### src/rtl/rv32m_divider.sv
// Multi-cycle radix-2 restoring divider for RV32M DIV/DIVU/REM/REMU.
// Divide-by-zero and signed overflow finish in one edge; all other ops take WIDTH+2 edges.
module rv32m_divider #(
    parameter int WIDTH = 32
) (
    input  logic             clk,
    input  logic             rst_n,
    input  logic             i_start,
    input  logic [2:0]       i_funct3,
    input  logic [WIDTH-1:0] i_dividend,
    input  logic [WIDTH-1:0] i_divisor,
    input  logic             i_flush,
    output logic             o_busy,
    output logic             o_done,
    output logic [WIDTH-1:0] o_result
);

    localparam int CW = $clog2(WIDTH) + 1;

    typedef enum logic [1:0] {S_IDLE, S_CALC, S_FIX, S_DONE} state_t;

    state_t           r_state;
    logic [WIDTH-1:0] r_quot;
    logic [WIDTH-1:0] r_rem;
    logic [WIDTH-1:0] r_dvsr;
    logic [WIDTH-1:0] r_result;
    logic [CW-1:0]    r_count;
    logic             r_isRem;
    logic             r_negQuot;
    logic             r_negRem;
    logic             r_busy;
    logic             r_done;

    logic             w_accept;
    logic             w_signed;
    logic             w_divZero;
    logic             w_overflow;
    logic [WIDTH-1:0] w_absDividend;
    logic [WIDTH-1:0] w_absDivisor;
    logic [WIDTH-1:0] w_remShift;
    logic [WIDTH:0]   w_diff;
    logic [WIDTH-1:0] w_quotFixed;
    logic [WIDTH-1:0] w_remFixed;
    logic             w_unused;

    assign w_accept      = i_start & ~r_busy & ~i_flush;
    assign w_signed      = ~i_funct3[0];
    assign w_divZero     = (i_divisor == '0);
    assign w_overflow    = w_signed && (i_dividend == {1'b1, {(WIDTH-1){1'b0}}})
                           && (i_divisor == '1);
    assign w_absDividend = (w_signed && i_dividend[WIDTH-1]) ? -i_dividend : i_dividend;
    assign w_absDivisor  = (w_signed && i_divisor[WIDTH-1])  ? -i_divisor  : i_divisor;

    // The partial remainder stays below the divisor, so the extra subtractor bit is only a borrow flag.
    assign w_remShift    = {r_rem[WIDTH-2:0], r_quot[WIDTH-1]};
    assign w_diff        = {1'b0, w_remShift} - {1'b0, r_dvsr};
    assign w_quotFixed   = r_negQuot ? -r_quot : r_quot;
    assign w_remFixed    = r_negRem  ? -r_rem  : r_rem;

    // funct3[2] is always set for divider ops and carries no information here.
    assign w_unused      = i_funct3[2];

    always_ff @(posedge clk or negedge rst_n) begin
        if (!rst_n) begin
            r_state   <= S_IDLE;
            r_busy    <= 1'b0;
            r_done    <= 1'b0;
            r_result  <= '0;
            r_count   <= '0;
            r_quot    <= '0;
            r_rem     <= '0;
            r_dvsr    <= '0;
            r_isRem   <= 1'b0;
            r_negQuot <= 1'b0;
            r_negRem  <= 1'b0;
        end else begin
            r_done <= 1'b0;
            case (r_state)
                S_IDLE, S_DONE: begin
                    r_state <= S_IDLE;
                    r_busy  <= 1'b0;
                    if (w_accept) begin
                        r_isRem <= i_funct3[1];
                        if (w_divZero) begin
                            r_state  <= S_DONE;
                            r_done   <= 1'b1;
                            r_result <= i_funct3[1] ? i_dividend : '1;
                        end else if (w_overflow) begin
                            r_state  <= S_DONE;
                            r_done   <= 1'b1;
                            r_result <= i_funct3[1] ? '0 : i_dividend;
                        end else begin
                            r_state   <= S_CALC;
                            r_busy    <= 1'b1;
                            r_quot    <= w_absDividend;
                            r_dvsr    <= w_absDivisor;
                            r_rem     <= '0;
                            r_count   <= '0;
                            r_negQuot <= w_signed & (i_dividend[WIDTH-1] ^ i_divisor[WIDTH-1]);
                            r_negRem  <= w_signed & i_dividend[WIDTH-1];
                        end
                    end
                end
                S_CALC: begin
                    if (i_flush) begin
                        r_state <= S_IDLE;
                        r_busy  <= 1'b0;
                    end else begin
                        r_quot  <= {r_quot[WIDTH-2:0], ~w_diff[WIDTH]};
                        r_rem   <= w_diff[WIDTH] ? w_remShift : w_diff[WIDTH-1:0];
                        r_count <= r_count + 1'b1;
                        if (r_count == CW'(WIDTH-1)) begin
                            r_state <= S_FIX;
                        end
                    end
                end
                S_FIX: begin
                    r_busy <= 1'b0;
                    if (i_flush) begin
                        r_state <= S_IDLE;
                    end else begin
                        r_result <= r_isRem ? w_remFixed : w_quotFixed;
                        r_state  <= S_DONE;
                        r_done   <= 1'b1;
                    end
                end
                default: begin
                    r_state <= S_IDLE;
                    r_busy  <= 1'b0;
                end
            endcase
        end
    end

    assign o_busy   = r_busy;
    assign o_done   = r_done;
    assign o_result = r_result;

endmodule
### config.mk
export PLATFORM = sky130hd
export DESIGN_NAME = rv32m_divider
export DESIGN_NICKNAME = d
export VERILOG_FILES = /design/src/rtl/rv32m_divider.sv
export SDC_FILE = /design/constraint.sdc
export NUM_CORES = 1
export LEC_CHECK = 0
export ABC_AREA = 1
export BUFFER_PORTS_ARGS = -buffer_cell sky130_fd_sc_hd__buf_4
export CORE_MARGIN = 5
export CORE_UTILIZATION = 43
export DETAILED_ROUTE_END_ITERATION = 8
export GPL_ROUTABILITY_DRIVEN = 1
export PLACE_DENSITY = 0.66
export SLEW_MARGIN = 20
export SYNTH_ARGS = -nofsm -noshare
export SYNTH_HDL_FRONTEND = slang
export SYNTH_SLANG_ARGS = --single-unit
### constraint.sdc
create_clock -name clk -period 5.4 [get_ports clk]
set_clock_uncertainty 0.1 [all_clocks]
set_input_delay 1.08 -clock clk [delete_from_list [all_inputs] [get_ports clk]]
set_output_delay 1.08 -clock clk [all_outputs]
set_load 0.1 [all_outputs]
After elaboration in Yosys (flattened, before gate mapping)
Index checks and enable logic that the tools add are counted.
Word-level totals
  register bits after elaboration: 141
  input port bits: 71
  output and inout bits: 34
Operators by class
  add/sub/neg operators: 6
  equal/unequal tests: 14
  mux-type cells: 45
  bitwise gates (word level): 11
  reduce and logical (&&, ||, !) cells: 13
Operator list (number)
  32-bit two-way mux: 20
  32-bit one-hot mux with 2 select lines: 3
  32-bit negator: 4
  32-bit equality test, second input constant: 2
  32-bit by 32-bit subtractor with 33-bit output: 1
  32-bit logical NOT: 1
  6-bit two-way mux: 4
  2-bit two-way mux: 6
  2-bit != test, second input constant: 6
  6-bit one-hot mux with 2 select lines: 1
  1-bit two-way mux: 8
  4-bit AND reduction: 2
  6-bit by 1-bit adder with 6-bit output, second input constant: 1
  6-bit by 5-bit equality test with 1-bit output, second input constant: 1
  3-bit != test, second input constant: 2
  1-bit inverter: 6
  2-bit one-hot mux with 3 select lines: 1
  5-bit AND reduction: 1
  1-bit AND: 4
  2-bit equality test, second input constant: 2
  1-bit logical AND: 4
  2-bit nonzero test: 2
  1-bit one-hot mux with 3 select lines: 1
  2-bit by 1-bit equality test with 1-bit output, second input constant: 1
  other kinds (5): 5

Longest topological paths before layout
Gate-level depths: netlist (run 1).
  depth after elaboration: 7
  gate-level depth with buffers: 17
  mapped depth without buffers: 16

Worst setup path after synthesis (run 1)
OpenSTA, ideal clock, no wires.
  path type: input to register
  start point: input port i_divisor[0]
  end point: register r_result[0] (netlist: o_result[0])
  library setup time: 134 ps
  arrival: 2488 ps
  data required time: 5166 ps
  path slack: 2678 ps
  stages: 13
  path buffers: 2
  cell sequence: inv_1 > ha_1 > nand3_2 > nor2_1 > nand3_2 > nor2_4 > inv_2 > nand3_2 > nand3_2 > buf_6 > buf_2 > nand2_1 > o21ai_0
Between the ends
  longest elaborated chain between the ends: 4
  elaborated cells on any way between the ends: 8
  classes of those cells: eq/ne (2); mux (3); reduce/logical (3)
Ends and longest elaborated chain
  start: declaration: line 11  | input logic [WIDTH-1:0] i_divisor,
  32-bit equality test or 32-bit logical NOT (tied branches): line 50, 48
  1-bit logical AND or 32-bit two-way mux (tied branches): line 50, 84
  3-bit != test (no line) or 32-bit two-way mux (tied branches)
  4-bit AND reduction (no line) or 32-bit one-hot mux with 2 select lines (tied branches)
  end signal: assignment: line 87  | r_result <= i_funct3[1] ? i_dividend : '1;
  end signal: assignment: line 91  | r_result <= i_funct3[1] ? '0 : i_dividend;
  end signal: assignment: line 122  | r_result <= r_isRem ? w_remFixed : w_quotFixed;
  end: declaration: line 26  | logic [WIDTH-1:0] r_result;
Parallel ways exist; a longest one is shown, timed or not. The select of a mux whose other input is x is not followed.
A chain may end at the register's enable or synchronous reset.

Worst setup path in the final report (run 1)
  start point: register r_state[0]
  end point: register r_result[5] (netlist: o_result[5])
Between the ends
  longest elaborated chain between the ends: 4
  elaborated cells on any way between the ends: 10
  classes of those cells: eq/ne (5); mux (1); reduce/logical (4)
Ends and longest elaborated chain
  start: declaration: line 22  | state_t r_state;
  start signal: assignment: line 65  | r_state <= S_IDLE;
  start signal: assignment: line 80  | r_state <= S_IDLE;
  start signal: assignment: line 85  | r_state <= S_DONE;
  2-bit equality test or 2-bit logical NOT (tied branches): line 78  | case (r_state)
  2-bit OR reduction: line 78
  3-bit != test (no line), or another cell as far along
  4-bit AND reduction (no line)
Parallel ways exist; a longest one is shown, timed or not.

==> results of run 1 <==
## placed cells by master (no fill, tap or decap), types with 16 or more instances in the layout
cell,instances
nand2_1,802
inv_1,299
nand3_1,260
nor2_1,241
o21ai_0,220
dfrtp_1,141
buf_4,118
nand4_1,55
a21oi_1,51
ha_1,41
xor2_1,37
xnor2_1,17
clkbuf_16,17
nor3_1,16
## flip-flops by register name, summed over array words and instances (netlist names), 2 cells and up
signal,flops
r_dvsr,32
r_rem,32
o_result,32
r_state,2
r_quot,32
r_count,6
## cell type report
| class | instances | area [um2] | area share |
|---|---|---|---|
| multi-input cells | 1815 | 8530 | 0.560 |
| flip-flops and latches | 141 | 3530 | 0.232 |
| inverters | 309 | 1160 | 0.0762 |
| repair buffers | 119 | 897 | 0.0589 |
| well taps | 402 | 503 | 0.0330 |
| clock buffers | 20 | 447 | 0.0293 |
| clock inverters | 12 | 161 | 0.0106 |
| diodes | 1 | 2.50 | 0.000164 |
## through the flow
stage	std cells	area (um2)	power (uW)	setup WS (ns)
final	2819	15200	5730	1.71
after global routing	2818	15200	6070	1.40
after CTS	2818	15200	5700	1.75
after detailed placement	2786	14600	4440	1.76
after global placement	2786	14600	4420	1.78
after floorplan	2344	13600	3620	2.68
## worst paths after layout
path,startpoint,end,slack [ns],cells past startpoint
max,r_state[0],o_result[5],1.71,12
min,o_result[22],o_result[22],0.38,2
max reg2reg,r_state[0],o_result[5],1.71,12
min reg2reg,o_result[22],o_result[22],0.38,2
max in group asynchronous,rst_n,r_dvsr[10],3.65,2
min in group asynchronous,rst_n,o_result[30],0.45,1
## power by group
group	switching [uW]	internal (uW)	leakage [uW]
registers	247	1340	0.00183
logic	2180	714	0.00616
clock network	505	743	0.000287
## routing by layer
metal	wire, um	GRT usage	share of wire	up-vias
li1	-	-	-	7616
met4	1140	0.0745	0.023	0
met5	0	0	0	-
met1	24000	0.420	0.48	6879
met3	4390	0.0702	0.088	58
met2	20200	0.390	0.41	538
## logic make-up after synthesis
| family | after synthesis | share of synthesized area |
|---|---|---|
| and+or+nand+nor | 1408 | 0.434 |
| DFF | 141 | 0.259 |
| adders and majority gates | 42 | 0.0392 |
| AOI/OAI and AO/OA | 311 | 0.119 |
| buffers and inverters | 388 | 0.114 |
| xor gates and xnor gates | 54 | 0.0348 |
## worst max-delay path: cells and delay by family, from the launching register on
family | cells | cell delay, ns
adders and majority gates | 1 | 0.15
buffers and inverters | 6 | 1.91
and+or+nand+nor | 4 | 0.91
AOI/OAI and AO/OA | 1 | 0.15
DFF | 1 | 0.38
==> out/metrics.csv, run 1 <==
metric,value,unit
clock slew at reported path FFs,0.06,ns
Netlist Area Pre-Place,13600,um2
#FFs+latches synth,141,
ys flop type,dfrtp_1,
Placer Congestion,0.954,
most common cell in the synthesized netlist,nand2_1,
first-pass GRT wire length,77500,um
Max-slew headroom,0.337,
Leakage,0.00828,uW
synth unique cells,43,
"Core Util, Final",0.485,
via-per-instance ratio,5.35,
Max Cap Viol,0,
register area share after synthesis,0.259,
Clock Tree Buf Depth,2,
grt total ovfl,0,
clk sink count,141,
Root Driver,clkbuf_16,
WP data arrival,3.97,ns
Gate Count Post-Synth,2344,
hold buffer count at cts,0,
WL final,49700,um
pwr/cell area,376,nW/um2
htree depth,4,
unrepaired setup endpoints after global routing,false,
# setup viols final,0,
max-slew violations,0,
Synth top cells by count,"nand2_1 (802), inv_1 (299), nand3_1 (260)",
core area,31400,um2
initial antenna violation count,0,
Crit path top cell by count,inv_1,
CTS tree,done,
Antenna Nets Post-Route,0,
Synth area leaders,"dfrtp_1 (26%), nand2_1 (22%), nand3_1 (9.6%)",
via count,15091,
Max Clock Freq,0.271,GHz
DR WL/cell,17.6,um
outcome,"complete, no violations",
worst setup path category,flip-flop to flip-flop,
WHS,0.381,ns
cell row count,65,
Post-Syn Nets,2457,
VDD IR max,0.264,mV
# Post-CTS Setup Buffers,0,
CTS Buf Count,17,
CP required,5.68,ns
hpwl dp,39100,um
num ports,105,
"Async S/R FF share, synth",1.00,
CP max FO,49,
DRC,0,
vias in the first global route,13827,
Critical Path Source Type,flip-flop,
endpoints failing hold,0,
Buffers on Ports,103,
DR iter-0 viols,1486,
Die W,188,um
router iterations before antenna repair,6,
die height,188,um
Final #Nets,2516,
post-synthesis area per instance,5.81,um2
Tot GR Track Use,0.277,
clk_lat worst skew,0.44,ns
CP Cell Sequence,"inv_1, ha_1, buf_4, clkinv_1, nor2_1, inv_1, o21ai_0, nand3_2, buf_4, inv_1, nand2_1, nand2_1",
CP Capture Type,flip-flop,
layout cells sized above 1,0.0741,
Layout area overhead,11.9,%
post-synth top area share,0.259,
Starting Density,0.434,
yosys warns,0,
Tcrit/Tclk final,0.684,
Least-Margin Pin Slew,0.989,ns
Fill cells,3447,
"Slowest-stage cell, CP",clkinv_1,
Final min period,3.69,ns
hold crit path type,flip-flop to flip-flop,
die area,35300,um2
TNS Setup,0,ns
largest net degree at the start of global routing,70,
CTS resizes,0,
Post-synth EDFFs,0,
max incr delay on CP,0.68,ns
cell accounting for the most synthesized area,dfrtp_1,
Note: power is estimated with default switching activity, not from simulation.
==> run 2, diff against run 1 <==
--- a/config.mk
+++ b/config.mk
@@ -5,13 +5,13 @@
 export SDC_FILE = /design/constraint.sdc
 export NUM_CORES = 1
 export LEC_CHECK = 0
-export ABC_AREA = 1
+export ABC_AREA = 0
 export BUFFER_PORTS_ARGS = -buffer_cell sky130_fd_sc_hd__buf_4
 export CORE_MARGIN = 5
 export CORE_UTILIZATION = 43
 export DETAILED_ROUTE_END_ITERATION = 8
 export GPL_ROUTABILITY_DRIVEN = 1
-export PLACE_DENSITY = 0.66
+export PLACE_DENSITY = 0.67
 export SLEW_MARGIN = 20
 export SYNTH_ARGS = -nofsm -noshare
 export SYNTH_HDL_FRONTEND = slang
==> constraint.sdc (replaced) <==
create_clock -name clk -period 3.7 [get_ports clk]
set_clock_uncertainty 0.1 [all_clocks]
set_input_delay 0.74 -clock clk [delete_from_list [all_inputs] [get_ports clk]]
set_output_delay 0.74 -clock clk [all_outputs]
set_load 0.1 [all_outputs]
==> run 2 against run 1 <==
Against the previous run: core utilization is 3.2 points higher; synthesized cell count is 41% lower; maximum frequency is 7.8% higher; power is 40% higher; global-route usage is 4.9 points lower; sequential power is 58% higher; first-iteration DRC count is 41% lower; design area is 14% lower; clock power is 38% higher; non-clock buffer count is 51 higher.
==> out/metrics.csv, run 2 <==
metric,value,unit,change
dpl ws,-0.0210,ns,was 1.76 ns
WHS,0.256,ns,was 0.381 ns
VDD IR max,0.371,mV,was 0.264 mV
core area,25300,um2,was 31400 um2
start point of the critical path,r_quot[31],,was r_state[0]
Netlist Area Pre-Place,11000,um2,was 13600 um2
unrepaired setup endpoints after global routing,false,,unchanged
Post-synth EDFFs,0,,unchanged
CP Capture Type,flip-flop,,unchanged
CTS tree,done,,unchanged
first-pass GRT wire length,53400,um,was 77500 um
worst setup path category,flip-flop to flip-flop,,unchanged
Post-DP Area,12500,um2,was 14600 um2
post-synth top area share,0.319,,was 0.259
Buffers on Ports,103,,unchanged
vias in the first global route,10063,,was 13827
endpoints failing hold,0,,unchanged
hpwl dp,25200,um,was 39100 um
DR WL/cell,18.0,um,was 17.6 um
num ports,105,,unchanged
Fill cells,2450,,was 3447
router iterations before antenna repair,6,,unchanged
Max-slew headroom,0.352,,was 0.337
Synth area leaders,"dfrtp_1 (32%), o21ai_0 (7.2%), xnor2_1 (6.4%)",,"was dfrtp_1 (26%), nand2_1 (22%), nand3_1 (9.6%)"
cell row count,58,,was 65
ys flop type,dfrtp_1,,unchanged
Layout area overhead,18.3,%,was 11.9%
Critical Path Source Type,flip-flop,,unchanged
CTS resizes,0,,unchanged
Final #Nets,1611,,was 2516
yosys warns,0,,unchanged
Tot GR Track Use,0.228,,was 0.277
Die W,170,um,was 188 um
Starting Density,0.437,,was 0.434
Max Cap Viol,0,,unchanged
clk_lat worst skew,0.43,ns,was 0.44 ns
Tcrit/Tclk final,0.926,,was 0.684
CP required,3.91,ns,was 5.68 ns
via count,10716,,was 15091
WL final,33200,um,was 49700 um
pwr/cell area,616,nW/um2,was 376 nW/um2
final setup margin,0.275,ns,was 1.71 ns
cell accounting for the most synthesized area,dfrtp_1,,unchanged
largest net degree at the start of global routing,86,,was 70
Post-Syn Nets,1505,,was 2457
worst-case reg-to-reg path depth,13,,was 12
# setup viols final,0,,unchanged
Synth top cells by count,"nand2_1 (169), o21ai_0 (158), dfrtp_1 (141)",,"was nand2_1 (802), inv_1 (299), nand3_1 (260)"
clock slew at reported path FFs,0.07,ns,was 0.06 ns
design area,13100,um2,was 15200 um2
# Post-CTS Setup Buffers,0,,unchanged
most common cell in the synthesized netlist,nand2_1,,unchanged
"commonest non-fill, non-tap cells in the layout","nand2_1 (169), buf_4 (162), o21ai_0 (157)",,"was nand2_1 (802), inv_1 (299), nand3_1 (260)"
"Async S/R FF share, synth",1.00,,unchanged
via-per-instance ratio,5.82,,was 5.35
synth unique cells,67,,was 43
Root Driver,clkbuf_16,,unchanged
die area,29000,um2,was 35300 um2
htree depth,4,,unchanged
Least-Margin Pin Slew,0.972,ns,was 0.989 ns
Gate Count Post-Synth,1392,,was 2344
flop2flop setup slack,0.28,ns,was 1.71 ns
hold crit path type,input port to asynchronous set/reset pin,,was flip-flop to flip-flop
grt total ovfl,0,,unchanged
initial antenna violation count,1,,was 0
Worst R2R End,r_rem[27],,was o_result[5]
Tot Pwr,8040,uW,was 5730 uW
DRC,0,,unchanged
layout cells sized above 1,0.148,,was 0.0741
Antenna Nets Post-Route,0,,unchanged
Setup crit end,r_rem[27],,was o_result[5]
outcome,"complete, no violations",,unchanged
R2R Path Start,r_quot[31],,was r_state[0]
Leakage,0.00576,uW,was 0.00828 uW
register area share after synthesis,0.319,,was 0.259
CTS Buf Count,17,,unchanged
clk sink count,141,,unchanged
die height,170,um,was 188 um
max-slew violations,0,,unchanged
#FFs+latches synth,141,,unchanged
CP max FO,11,,was 49
WP data arrival,3.63,ns,was 3.97 ns
Clock Tree Buf Depth,2,,unchanged
Placer Congestion,0.899,,was 0.954
"Core Util, Final",0.517,,was 0.485
DR iter-0 viols,873,,was 1486
hold buffer count at cts,0,,unchanged
post-synthesis area per instance,7.93,um2,was 5.81 um2
Max Clock Freq,0.292,GHz,was 0.271 GHz
Final min period,3.42,ns,was 3.69 ns
number of diodes,0,,was 1
"leading cell type in the layout, fill and taps excluded",nand2_1,,unchanged
run 2: per-layer routing:
layer	up-vias	GRT usage	wire length, um
li1	5205	-	-
met3	63	0.0374	1670
met4	2	0.0816	975
met5	-	0	13
met2	318	0.362	15500
met1	5128	0.315	15000
run 2: worst min path at each step:
stage,from,end,slack [ns]
final,rst_n,o_result[27],0.26
after global routing,rst_n,o_result[27],0.31
after CTS,rst_n,o_result[27],0.31
after detailed placement,r_count[5],r_count[5],0.36
after global placement,r_count[5],r_count[5],0.34
after floorplan,r_count[5],r_count[5],0.32
run 2: critical path, cell delays in order (launching register included):
cell      delay [ns]
dfrtp_1         0.38
inv_1           0.07
ha_1            0.19
fa_1            0.20
nand2b_1        0.17
a21oi_1         0.10
o41a_1          0.41
a21boi_1        0.34
o211ai_1        0.23
o31ai_1         0.35
o21a_1          0.32
buf_4           0.22
nand3_1         0.10
o311ai_0        0.11
run 2: logic make-up after synthesis:
kind of cell,Yosys count,synth area share
flops,141,0.319
compound gates,435,0.247
buf+inv,142,0.0525
xor+xnor,148,0.117
fa+ha+maj,50,0.0555
simple gates,471,0.203
mux,5,0.00476
run 2: area by class of cell:
class | instances | area [um2] | area share
Multi-Input combinational cell | 1109 | 6960 | 0.533
Tap cell | 330 | 413 | 0.0316
Inverter | 59 | 221 | 0.0170
Clock inverter | 13 | 131 | 0.0101
Timing Repair Buffer | 170 | 1370 | 0.105
Clock buffer | 18 | 439 | 0.0336
Sequential cell | 141 | 3530 | 0.270
run 2: through the flow:
stage | setup TNS, ns | instances
floorplan | 0 | 1392
global placement | -0.00241 | 1809
detailed placement | -0.0210 | 1809
CTS | 0 | 1840
global route | 0 | 1840
finish | 0 | 1840
run 2: power by group:
part           switching, uW  leakage (uW)  total [uW]  internal (uW)
Sequential               535       0.00186        2520           1990
Combinational           2420       0.00363        3800           1390
Clock                    761      0.000271        1720            956
Total                   3710       0.00576        8040           4330
==> run 3, diff against run 2 <==
--- a/config.mk
+++ b/config.mk
@@ -11,7 +11,7 @@
 export CORE_UTILIZATION = 43
 export DETAILED_ROUTE_END_ITERATION = 8
 export GPL_ROUTABILITY_DRIVEN = 1
-export PLACE_DENSITY = 0.67
+export PLACE_DENSITY = 0.64
 export SLEW_MARGIN = 20
 export SYNTH_ARGS = -nofsm -noshare
 export SYNTH_HDL_FRONTEND = slang
==> run 3 against run 2 <==
Against the previous run: die area stayed put; combinational power down 3%; sequential share of layout area up 0.096 points; critical path depth is 1 higher; largest power group unchanged.
==> out/metrics.csv, run 3 (synthesized netlist as in run 2, its figures left out) <==
metric,value,unit,change
WP data arrival,3.62,ns,was 3.63 ns
Die W,170,um,unchanged
Max-slew headroom,0.345,,was 0.352
Final #Nets,1601,,was 1611
CTS resizes,0,,unchanged
WHS,0.269,ns,was 0.256 ns
clk sink count,141,,unchanged
router iterations before antenna repair,5,,was 6
via-per-instance ratio,5.75,,was 5.82
Root Driver,clkbuf_16,,unchanged
Antenna Nets Post-Route,0,,unchanged
Max Cap Viol,0,,unchanged
Tot Pwr,7960,uW,was 8040 uW
htree depth,4,,unchanged
"leading cell type in the layout, fill and taps excluded",nand2_1,,unchanged
TNS Setup,0,ns,unchanged
design area,13000,um2,was 13100 um2
cell row count,58,,unchanged
Buffers on Ports,103,,unchanged
worst setup path category,flip-flop to flip-flop,,unchanged
# setup viols final,0,,unchanged
Max Clock Freq,0.291,GHz,was 0.292 GHz
final setup margin,0.263,ns,was 0.275 ns
DR WL/cell,17.9,um,was 18.0 um
initial antenna violation count,0,,was 1
Least-Margin Pin Slew,0.983,ns,was 0.972 ns
max-slew violations,0,,unchanged
Critical Path Source Type,flip-flop,,unchanged
unrepaired setup endpoints after global routing,false,,unchanged
DRC,0,,unchanged
Layout area overhead,17.8,%,was 18.3%
hpwl dp,24900,um,was 25200 um
CTS tree,done,,unchanged
largest net degree at the start of global routing,79,,was 86
CP max FO,23,,was 11
CTS Buf Count,17,,unchanged
CP Capture Type,flip-flop,,unchanged
first-pass GRT wire length,53100,um,was 53400 um
dpl ws,0.00558,ns,was -0.0210 ns
Starting Density,0.437,,unchanged
area taken by multi-input logic gates,6960,um2,unchanged
Tcrit/Tclk final,0.929,,was 0.926
Clock Tree Buf Depth,2,,unchanged
via count,10540,,was 10716
DR iter-0 viols,846,,was 873
vias in the first global route,10019,,was 10063
Final min period,3.44,ns,was 3.42 ns
CP required,3.88,ns,was 3.91 ns
layout cells sized above 1,0.142,,was 0.148
clk_lat worst skew,0.42,ns,was 0.43 ns
pwr/cell area,612,nW/um2,was 616 nW/um2
outcome,"complete, no violations",,unchanged
core area,25300,um2,unchanged
clock slew at reported path FFs,0.07,ns,about the same
Leakage,0.00573,uW,was 0.00576 uW
Post-DP Area,12400,um2,was 12500 um2
grt total ovfl,0,,unchanged
Reg area,3530,um2,unchanged
hold buffer count at cts,0,,unchanged
Placer Congestion,0.906,,was 0.899
Tot GR Track Use,0.227,,was 0.228
die height,170,um,unchanged
VDD IR max,0.402,mV,was 0.371 mV
WL final,32800,um,was 33200 um
Fill cells,2443,,was 2450
num ports,105,,unchanged
hold crit path type,input port to asynchronous set/reset pin,,unchanged
die area,29000,um2,unchanged
endpoints failing hold,0,,unchanged
"commonest non-fill, non-tap cells in the layout","nand2_1 (169), o21ai_0 (157), buf_4 (150)",,"was nand2_1 (169), buf_4 (162), o21ai_0 (157)"
run 3: power breakdown:
part	leakage, uW	internal, uW	switching, uW
Combinational	0.00359	1350	2350
Sequential	0.00186	1990	582
Clock	0.000275	971	718
run 3: worst paths after layout:
path | from | end | slack (ns) | depth (start not counted)
max | r_quot[31] | r_rem[14] | 0.26 | 14
max in group asynchronous | rst_n | o_result[8] | 2.47 | 2
min in group clk | r_count[5] | r_count[5] | 0.36 | 1
min reg2reg | r_count[5] | r_count[5] | 0.36 | 1
min | rst_n | o_result[27] | 0.27 | 1
max reg2reg | r_quot[31] | r_rem[14] | 0.26 | 14
run 3: critical path, cell delays in order, from the launching register on:
cell and delay (ns):
dfrtp_1 0.43, inv_1 0.14, ha_1 0.18, fa_1 0.20, nand2b_1 0.16, a21oi_1 0.10, o41a_1 0.40, a21boi_0 0.29
o211ai_1 0.12, buf_4 0.16, o31ai_1 0.26, o21a_1 0.34, buf_12 0.20, nand3_1 0.08, o311ai_0 0.12
run 3: cell type report:
type                       count  area share
antenna                        1    0.000192
clock buffer                  21      0.0354
clock inverter                11     0.00856
inverter                      59      0.0170
multi-input combinational   1109       0.535
sequential                   141       0.271
tap                          330      0.0317
timing repair buffer         160       0.101
run 3: timing repair:
| action | CTS | global route |
|---|---|---|
| hold endpoints to repair | 0 | 0 |
| setup endpoints to repair | 0 | 13 |
| buffers inserted | 0 | 2 |
run 3: metal layers:
metal / vias up / GRT usage / share of wire
met5: - / 0 / 0
met4: 0 / 0.0896 / 0.033
met3: 63 / 0.0293 / 0.047
met2: 276 / 0.351 / 0.45
met1: 5030 / 0.323 / 0.47
li1: 5171 / - / -
run 3: per-stage QoR:
step | cells | utilization
final | 1832 | 0.515
after global routing | 1831 | 0.515
after CTS | 1829 | 0.515
after detailed placement | 1797 | 0.492
after global placement | 1797 | 0.492
after floorplan | 1392 | -
